==> src/rtl/traffic_sequencer_if.sv <==
// rtl/traffic_sequencer_if.sv - sensor inputs and lamp/debug outputs of the traffic sequencer
interface traffic_sequencer_if;
  logic       req2;
  logic       night;
  logic [5:0] led;
  logic       d;
  logic [2:0] phase;

  modport master (
    input  req2,
    input  night,
    output led,
    output d,
    output phase
  );

  modport slave (
    output req2,
    output night,
    input  led,
    input  d,
    input  phase
  );
endinterface

==> src/rtl/traffic_sequencer.sv <==
// rtl/traffic_sequencer.sv - timed two-road six-phase traffic light sequencer
// Optional night flash mode is built in when TRAFFIC_NIGHT_FLASH_EN is defined.
module traffic_sequencer #(
  parameter int CLK_DIV  = 100000000,
  parameter int T_ALLRED = 1,
  parameter int T_GREEN1 = 10,
  parameter int T_GREEN2 = 6,
  parameter int T_YELLOW = 3
) (
  input logic clk,
  input logic rst_n,
  traffic_sequencer_if.master bus
);

  localparam int PW = (CLK_DIV > 1) ? $clog2(CLK_DIV) : 1;
  localparam int MAX_A = (T_ALLRED > T_GREEN1) ? T_ALLRED : T_GREEN1;
  localparam int MAX_B = (T_GREEN2 > T_YELLOW) ? T_GREEN2 : T_YELLOW;
  localparam int MAXD  = (MAX_A > MAX_B) ? MAX_A : MAX_B;
  localparam int TW    = (MAXD > 1) ? $clog2(MAXD) : 1;

  typedef enum logic [2:0] {
    S_RR1   = 3'd0,
    S_G1    = 3'd1,
    S_Y1    = 3'd2,
    S_RR2   = 3'd3,
    S_G2    = 3'd4,
    S_Y2    = 3'd5,
    S_NIGHT = 3'd6
  } state_t;

  state_t        state_q, state_d;
  logic [PW-1:0] pcnt_q;
  logic [TW-1:0] timer_q;
  logic [TW-1:0] dur_m1;
  logic          pending_q;
  logic          tick;
  logic          at_end;

  assign tick = (pcnt_q == PW'(CLK_DIV - 1));

  always_ff @(posedge clk or negedge rst_n) begin
    if (!rst_n)    pcnt_q <= '0;
    else if (tick) pcnt_q <= '0;
    else           pcnt_q <= pcnt_q + 1'b1;
  end

  always_comb begin
    dur_m1 = TW'(T_ALLRED - 1);
    case (state_q)
      S_G1:         dur_m1 = TW'(T_GREEN1 - 1);
      S_G2:         dur_m1 = TW'(T_GREEN2 - 1);
      S_Y1, S_Y2:   dur_m1 = TW'(T_YELLOW - 1);
      default:      dur_m1 = TW'(T_ALLRED - 1);
    endcase
  end

  assign at_end = tick && (timer_q == dur_m1);

  always_ff @(posedge clk or negedge rst_n) begin
    if (!rst_n) state_q <= S_RR1;
    else        state_q <= state_d;
  end

  always_comb begin
    state_d = state_q;
    case (state_q)
      S_RR1:   if (at_end) state_d = S_G1;
      S_G1:    if (at_end && pending_q) state_d = S_Y1;
      S_Y1:    if (at_end) state_d = S_RR2;
      S_RR2:   if (at_end) state_d = S_G2;
      S_G2:    if (at_end) state_d = S_Y2;
      S_Y2:    if (at_end) state_d = S_RR1;
`ifdef TRAFFIC_NIGHT_FLASH_EN
      S_NIGHT: if (tick && !bus.night) state_d = S_RR1;
`endif
      default: state_d = S_RR1;
    endcase
`ifdef TRAFFIC_NIGHT_FLASH_EN
    if (tick && bus.night && state_q != S_NIGHT) state_d = S_NIGHT;
`endif
  end

  // Timer saturates at duration-1, which is what lets G1 hold indefinitely.
  always_ff @(posedge clk or negedge rst_n) begin
    if (!rst_n)                                  timer_q <= '0;
    else if (state_d != state_q)                 timer_q <= '0;
    else if (tick && state_q != S_NIGHT && timer_q != dur_m1) timer_q <= timer_q + 1'b1;
  end

  // Clear on G2 entry takes priority over a coincident request.
  always_ff @(posedge clk or negedge rst_n) begin
    if (!rst_n)                                   pending_q <= 1'b0;
    else if (state_q == S_RR2 && state_d == S_G2) pending_q <= 1'b0;
    else if (bus.req2 && state_q != S_NIGHT)      pending_q <= 1'b1;
  end

`ifdef TRAFFIC_NIGHT_FLASH_EN
  logic blink_q;

  always_ff @(posedge clk or negedge rst_n) begin
    if (!rst_n)                                       blink_q <= 1'b0;
    else if (state_d == S_NIGHT && state_q != S_NIGHT) blink_q <= 1'b0;
    else if (state_q == S_NIGHT && tick)               blink_q <= ~blink_q;
  end
`endif

  always_comb begin
    bus.led   = 6'b001001;
    bus.d     = 1'b1;
    bus.phase = 3'd0;
    case (state_q)
      S_G1:  begin bus.led = 6'b100001; bus.d = 1'b1; bus.phase = 3'd1; end
      S_Y1:  begin bus.led = 6'b010001; bus.d = 1'b1; bus.phase = 3'd2; end
      S_RR2: begin bus.led = 6'b001001; bus.d = 1'b0; bus.phase = 3'd3; end
      S_G2:  begin bus.led = 6'b001100; bus.d = 1'b0; bus.phase = 3'd4; end
      S_Y2:  begin bus.led = 6'b001010; bus.d = 1'b0; bus.phase = 3'd5; end
`ifdef TRAFFIC_NIGHT_FLASH_EN
      S_NIGHT: begin
        bus.led   = {1'b0, blink_q, 1'b0, 1'b0, blink_q, 1'b0};
        bus.d     = 1'b1;
        bus.phase = 3'd6;
      end
`endif
      default: begin bus.led = 6'b001001; bus.d = 1'b1; bus.phase = 3'd0; end
    endcase
  end

endmodule

==> src/flat_wrapper.sv <==
// flat-port wrapper written by rule: the top's interface ports become plain ports
module traffic_sequencer_flat 
#(
  parameter int CLK_DIV  = 100000000,
  parameter int T_ALLRED = 1,
  parameter int T_GREEN1 = 10,
  parameter int T_GREEN2 = 6,
  parameter int T_YELLOW = 3
)
  (clk, rst_n, bus_req2, bus_night, bus_led, bus_d, bus_phase);
  traffic_sequencer_if bus_i ();
  input logic clk;
  input logic rst_n;
  input wire logic [$bits(bus_i.req2)-1:0] bus_req2;
  input wire logic [$bits(bus_i.night)-1:0] bus_night;
  output wire logic [$bits(bus_i.led)-1:0] bus_led;
  output wire logic [$bits(bus_i.d)-1:0] bus_d;
  output wire logic [$bits(bus_i.phase)-1:0] bus_phase;
  assign bus_i.req2 = bus_req2;
  assign bus_i.night = bus_night;
  assign bus_led = bus_i.led;
  assign bus_d = bus_i.d;
  assign bus_phase = bus_i.phase;
  traffic_sequencer #(.CLK_DIV(CLK_DIV), .T_ALLRED(T_ALLRED), .T_GREEN1(T_GREEN1), .T_GREEN2(T_GREEN2), .T_YELLOW(T_YELLOW)) u_core (.clk(clk), .rst_n(rst_n), .bus(bus_i));
endmodule
==> config.mk <==
export PLATFORM = sky130hd
export DESIGN_NAME = traffic_sequencer_flat
export DESIGN_NICKNAME = d
export VERILOG_FILES = /design/src/rtl/traffic_sequencer_if.sv /design/src/rtl/traffic_sequencer.sv /design/src/flat_wrapper.sv
export SDC_FILE = /design/constraint.sdc
export NUM_CORES = 1
export LEC_CHECK = 0
export ABC_AREA = 1
export BUFFER_PORTS_ARGS = -buffer_cell sky130_fd_sc_hd__clkbuf_2
export CAP_MARGIN = 25
export CORE_AREA = 2 2 58 101
export DETAILED_ROUTE_END_ITERATION = 10
export DIE_AREA = 0 0 60 103
export GPL_TIMING_DRIVEN = 1
export SYNTH_ARGS = -nofsm -noshare
export SYNTH_HDL_FRONTEND = slang
export SYNTH_SLANG_ARGS = --single-unit
export TNS_END_PERCENT = 50
==> constraint.sdc <==
create_clock -name clk -period 1.7 [get_ports clk]
set_input_delay 0.34 -clock clk [delete_from_list [all_inputs] [get_ports clk]]
set_output_delay 0.34 -clock clk [all_outputs]
set_load 0.1 [all_outputs]
## Word-level counts from Yosys, hierarchy flattened

Cells that the tools add are included.

| storage, ports and cells | value |
|---|---|
| flip-flop bits (word level) | 35 |
| word-level logic and storage cells | 44 |
| bits of input ports | 4 |

| cells by class | value |
|---|---|
| reductions and logical operators | 11 |
| equality and inequality tests | 11 |
| mux-type cells | 16 |
| add/subtract/negate cells | 2 |

Operator list:

| operator | count |
|---|---|
| 27-bit by 1-bit adder with 27-bit output (second input constant) | 1 |
| 27-bit equality test (second input constant) | 1 |
| 27-bit two-way mux | 1 |
| 6-bit case mux with 4 select lines | 1 |
| 3-bit two-way mux | 6 |
| 3-bit case mux with 6 select lines | 1 |
| 3-bit case mux with 5 select lines | 1 |
| 4-bit case mux with 3 select lines | 1 |
| 3-bit equality test (second input constant) | 3 |
| 4-bit two-way mux | 2 |
| 3-bit by 2-bit equality test with 1-bit output (second input constant) | 2 |
| 1-bit logical AND | 6 |
| 4-bit by 1-bit adder with 4-bit output (second input constant) | 1 |
| 4-bit equality test | 1 |
| 4-bit != test | 1 |
| 2-bit nonzero test | 2 |
| 3-bit by 1-bit equality test with 1-bit output (second input constant) | 1 |
| 3-bit logical NOT | 1 |
| 1-bit two-way mux | 3 |
| 3-bit != test | 1 |
| 3-bit != test (second input constant) | 1 |
| 3-bit OR reduction | 1 |
| 2-bit OR reduction | 1 |

## Depth between registers and ports, before layout

| logic depth | value |
|---|---|
| depth in word-level cells | 11 |
| gate-level depth with buffers | 14 |
| depth with buffers taken out | 13 |

## Worst setup path before layout

No wires, ideal clock.

| timing path | value |
|---|---|
| path kind | register to output |
| start | reg u_core.state_q[1] |
| end | out bus_d |
| arrival time | 3.516 ns |
| setup slack | -2.156 ns |
| cell stages (with the launch flop) | 5 |
| data required time | 1.360 ns |
| cell sequence | dfrtp_1 inv_1 nand2_1 inv_1 a21oi_1 |

| between the ends | value |
|---|---|
| cells in the longest elaborated chain, start to end | 3 |
| elaborated cells between the ends (all ways) | 5 |
| classes of those cells | 3 x eq/ne; 1 x mux; 1 x reduce/logical |

Ends and longest elaborated chain:

| what | line | RTL |
|---|---|---|
| start: declaration | traffic_sequencer.sv:31 | `state_t state_q, state_d;` |
| start signal: assignment | traffic_sequencer.sv:61 | `else state_q <= state_d;` |
| 3-bit equality test / 3-bit by 2-bit equality test with 1-bit output (equally long branches) | traffic_sequencer.sv:111 | `case (state_q)` |
| 3-bit OR reduction (no line) (*) | -- |  |
| 1-bit two-way mux (*) | traffic_sequencer.sv:111 |  |
| end: declaration | flat_wrapper.sv:17 | `output wire logic [$bits(bus_i.d)-1:0] bus_d;` |

Every way passes the cells marked *; elsewhere a longest branch is shown, timed or not.

## Final worst setup path

| timing path | value |
|---|---|
| start | reg u_core.state_q[2] |
| end | out bus_d |

The elaborated chain is that of the path after synthesis.

==> results.txt <==
vias: 2264
status: complete, but fails checks
Starting Density: 0.4029
first-pass GRT wire length: 9446 um
CP Capture Point: bus_d
mapped cell area: 2196 um2
CP startpoint kind: register
worst clock skew: 0.006600 ns
post-DR vias/cell: 4.932
Syn Area/Cell: 7.200 um2
fmax: 0.5559 GHz
# diodes: 0
Reg clk slew, reported paths: 0.07 ns
Final Hold Fails: 0
ratio of cells with drive above 1 in the final layout: 0.4047
Detailed Route Iter0 Violations: 85
Slew @ Worst Pin: 0.4428 ns
vias in the first global route: 2227
M3 GR Usage: 0.04642
syn nets: 311
unrepaired setup endpoints after global routing: true
Antenna Violating Nets Remaining: 0
r2r setup slk: -0.09 ns
Num CTS Buffers: 5
met2 usage: 0.3972
row count: 36
die area: 6180 um2
Worst slew margin: 0.7048
peak supply drop: 484.7 uV
worst hold path type: input pin to asynchronous set/reset pin
yosys warns: 0
Clock Latency Late Sink: 0.30 ns
Seq/Total Area, Yosys: 0.3989
Critical Path AT: 1.46 ns
H-tree Lvls: 2
Worst EP required: 1.36 ns
Root Buffer: clkbuf_8
DP Wirelength: 4516 um
final wirelength: 6066 um
clock share of power: 0.418
final setup fails: 17
Layout area overhead: 50.60%
Synth cell types: 27
Core Region: 5450 um2
final net count: 389
GR Layer Usage met1: 0.1680
largest net degree at the start of global routing: 36
die width: 60 um
Syn Inst Count: 305
global route hottest layer: met2
Leakage: 1.611 nW
antenna violations before repair: 0
CP startpoint: u_core.state_q[2]
PwrDens: 442.9 nW/um2
failing checks: setup timing
number of synthesized register bits: 35
GRT Total Usage: 0.2093
Reg power frac: 0.568
Worst Hold Slack: 0.06633 ns
sw frac: 0.2128
min Tclk post-route: 1.799 ns
P_int: 0.001153 W
FF-to-FF End: u_core.timer_q[2]
Remaining DRCs: 0
critical path type: register to output port
gp weighted congestion: 0.9386
CP max FO: 6
Clock Path Buffers: 2
CTS tree: built
clk sink count: 35
final design utilization: 0.6067
FF-to-FF Start: u_core.state_q[1]
worst reg-to-reg path cell count: 13
Pre-antenna DRT Iters: 4
Die H: 103 um
Crit. End Element: output port
fin. max-slew vios: 0
Port Buf Inserts: 12
Gate power share: 0.013
Net Sw Power: 0.0003116 W
DR WL/cell: 13.22 um
period utilization: 1.058
I/O pin total: 14
Setup WS post-layout: -0.09888 ns
max_cap viols: 0
gr ovfl total: 0
-- logic make-up (layout without fill, tap and decap cells) --
family,after synthesis,count (layout),synth area share
compound gates,17,17,0.04387
xor+xnor,11,11,0.04387
fa+ha+maj,2,2,0.01139
buf+inv,57,135,0.1037
flops,35,35,0.3989
simple gates,183,183,0.3983
-- worst min path at each step --
stage | start | endpoint | slack, ns | depth (start not counted)
after floorplan | rst_n | u_core.pcnt_q[0] | 0.04 | 0
after detailed placement | rst_n | u_core.pcnt_q[6] | 0.40 | 2
after global placement | rst_n | u_core.pcnt_q[4] | 0.40 | 2
after CTS | rst_n | u_core.pcnt_q[1] | 0.08 | 2
after global routing | rst_n | u_core.pcnt_q[6] | 0.1 | 2
final | rst_n | u_core.pcnt_q[1] | 0.07 | 2
-- state kept, by name (all words and copies together), names as in the netlist --
name	count
u_core.pcnt_q	27
u_core.timer_q	4
u_core.state_q	3
u_core.pending_q	1
-- cell usage in the layout, fill, tap and decap left out, types with 2 or more instances in the layout --
master / count
a211oi_1: 2
a21oi_1: 7
buf_12: 10
buf_4: 54
buf_6: 7
clkbuf_2: 2
clkbuf_8: 6
dfrtp_1: 31
dfrtp_2: 4
inv_1: 47
inv_2: 5
nand2_1: 44
nand2_2: 18
nand2_4: 4
nand3_1: 17
nand3_2: 5
nand3_4: 3
nand3b_1: 2
nand4_1: 11
nor2_1: 39
nor2_2: 8
nor2_4: 14
nor3_1: 9
nor3_2: 5
o21ai_0: 2
o21ai_1: 4
xor2_1: 10
-- area by class of cell --
class | instances | area (um2)
fillers | 477 | 2143
multi-input cells | 213 | 1331
flip-flops and latches | 35 | 880.8
repair buffers | 73 | 694.4
inverters | 55 | 217.7
well taps | 76 | 95.09
clock buffers | 6 | 82.58
clock inverters | 1 | 5.005
-- repair_timing --
item / CTS / global route
resized for setup: 22 / 45
setup buffers: 8 / 8
hold buffers: 0 / 0
setup endpoints to repair: 22 / 27
pin swaps: 8 / 20
-- worst max-delay path: stages, from the launching register on --
cell	delay [ns]
dfrtp_2	0.48
buf_6	0.16
nand2_8	0.07
clkinvlp_4	0.11
a21oi_4	0.14
buf_12	0.19
-- power by group through the flow --
stage,Combinational [W],Sequential (W),Clock [W]
floorplan,0.00000000147,0.000849,0
global placement,0.0000209,0.000848,0
detailed placement,0.0000210,0.000848,0
CTS,0.0000208,0.000832,0.000637
global route,0.0000236,0.000832,0.000674
finish,0.0000193,0.000833,0.000613
-- stage by stage --
step / TNS, ns / worst slack (ns) / total power (W) / cell area, um2 / cells
detailed placement: -0.7817 / -0.1102 / 0.0008693 / 2874 / 437
global route: -2.487 / -0.1746 / 0.001529 / 3307 / 459
finish: -0.7265 / -0.09888 / 0.001465 / 3307 / 459
global placement: -0.4092 / -0.08110 / 0.0008692 / 2874 / 437
floorplan: -2.343 / -0.5576 / 0.0008485 / 2240 / 305
CTS: -0.4596 / -0.07625 / 0.001490 / 3103 / 452
-- layer usage --
layer  wire [um]  share of wire
met4         454          0.075
met2        3453           0.57
met1        2008           0.33
met5           0              0
met3         150          0.025
-- cell usage after synthesis --
cell	instances	area (um2)
a211oi_1	2	15.01
a21oi_1	8	40.04
buf_2	1	5.000
buf_6	1	11.26
clkinv_4	1	8.760
dfrtp_1	35	875.8
ha_1	2	25.02
inv_1	52	195.2
inv_2	2	7.510
nand2_1	57	214.0
nand2_2	10	62.56
nand3_1	21	105.1
nand3_2	4	40.04
nand3b_1	2	15.01
nand4_1	11	68.82
nand4_2	1	12.51
nor2_1	51	191.4
nor2_2	7	43.79
nor2_4	3	33.78
nor3_1	14	70.07
nor3_2	1	10.01
nor3b_1	1	7.510
o21ai_0	5	25.02
o21ai_1	1	5.000
o221a_2	1	11.26
xnor2_1	1	8.760
xor2_1	10	87.58
Power figures use the tool's default switching activity.
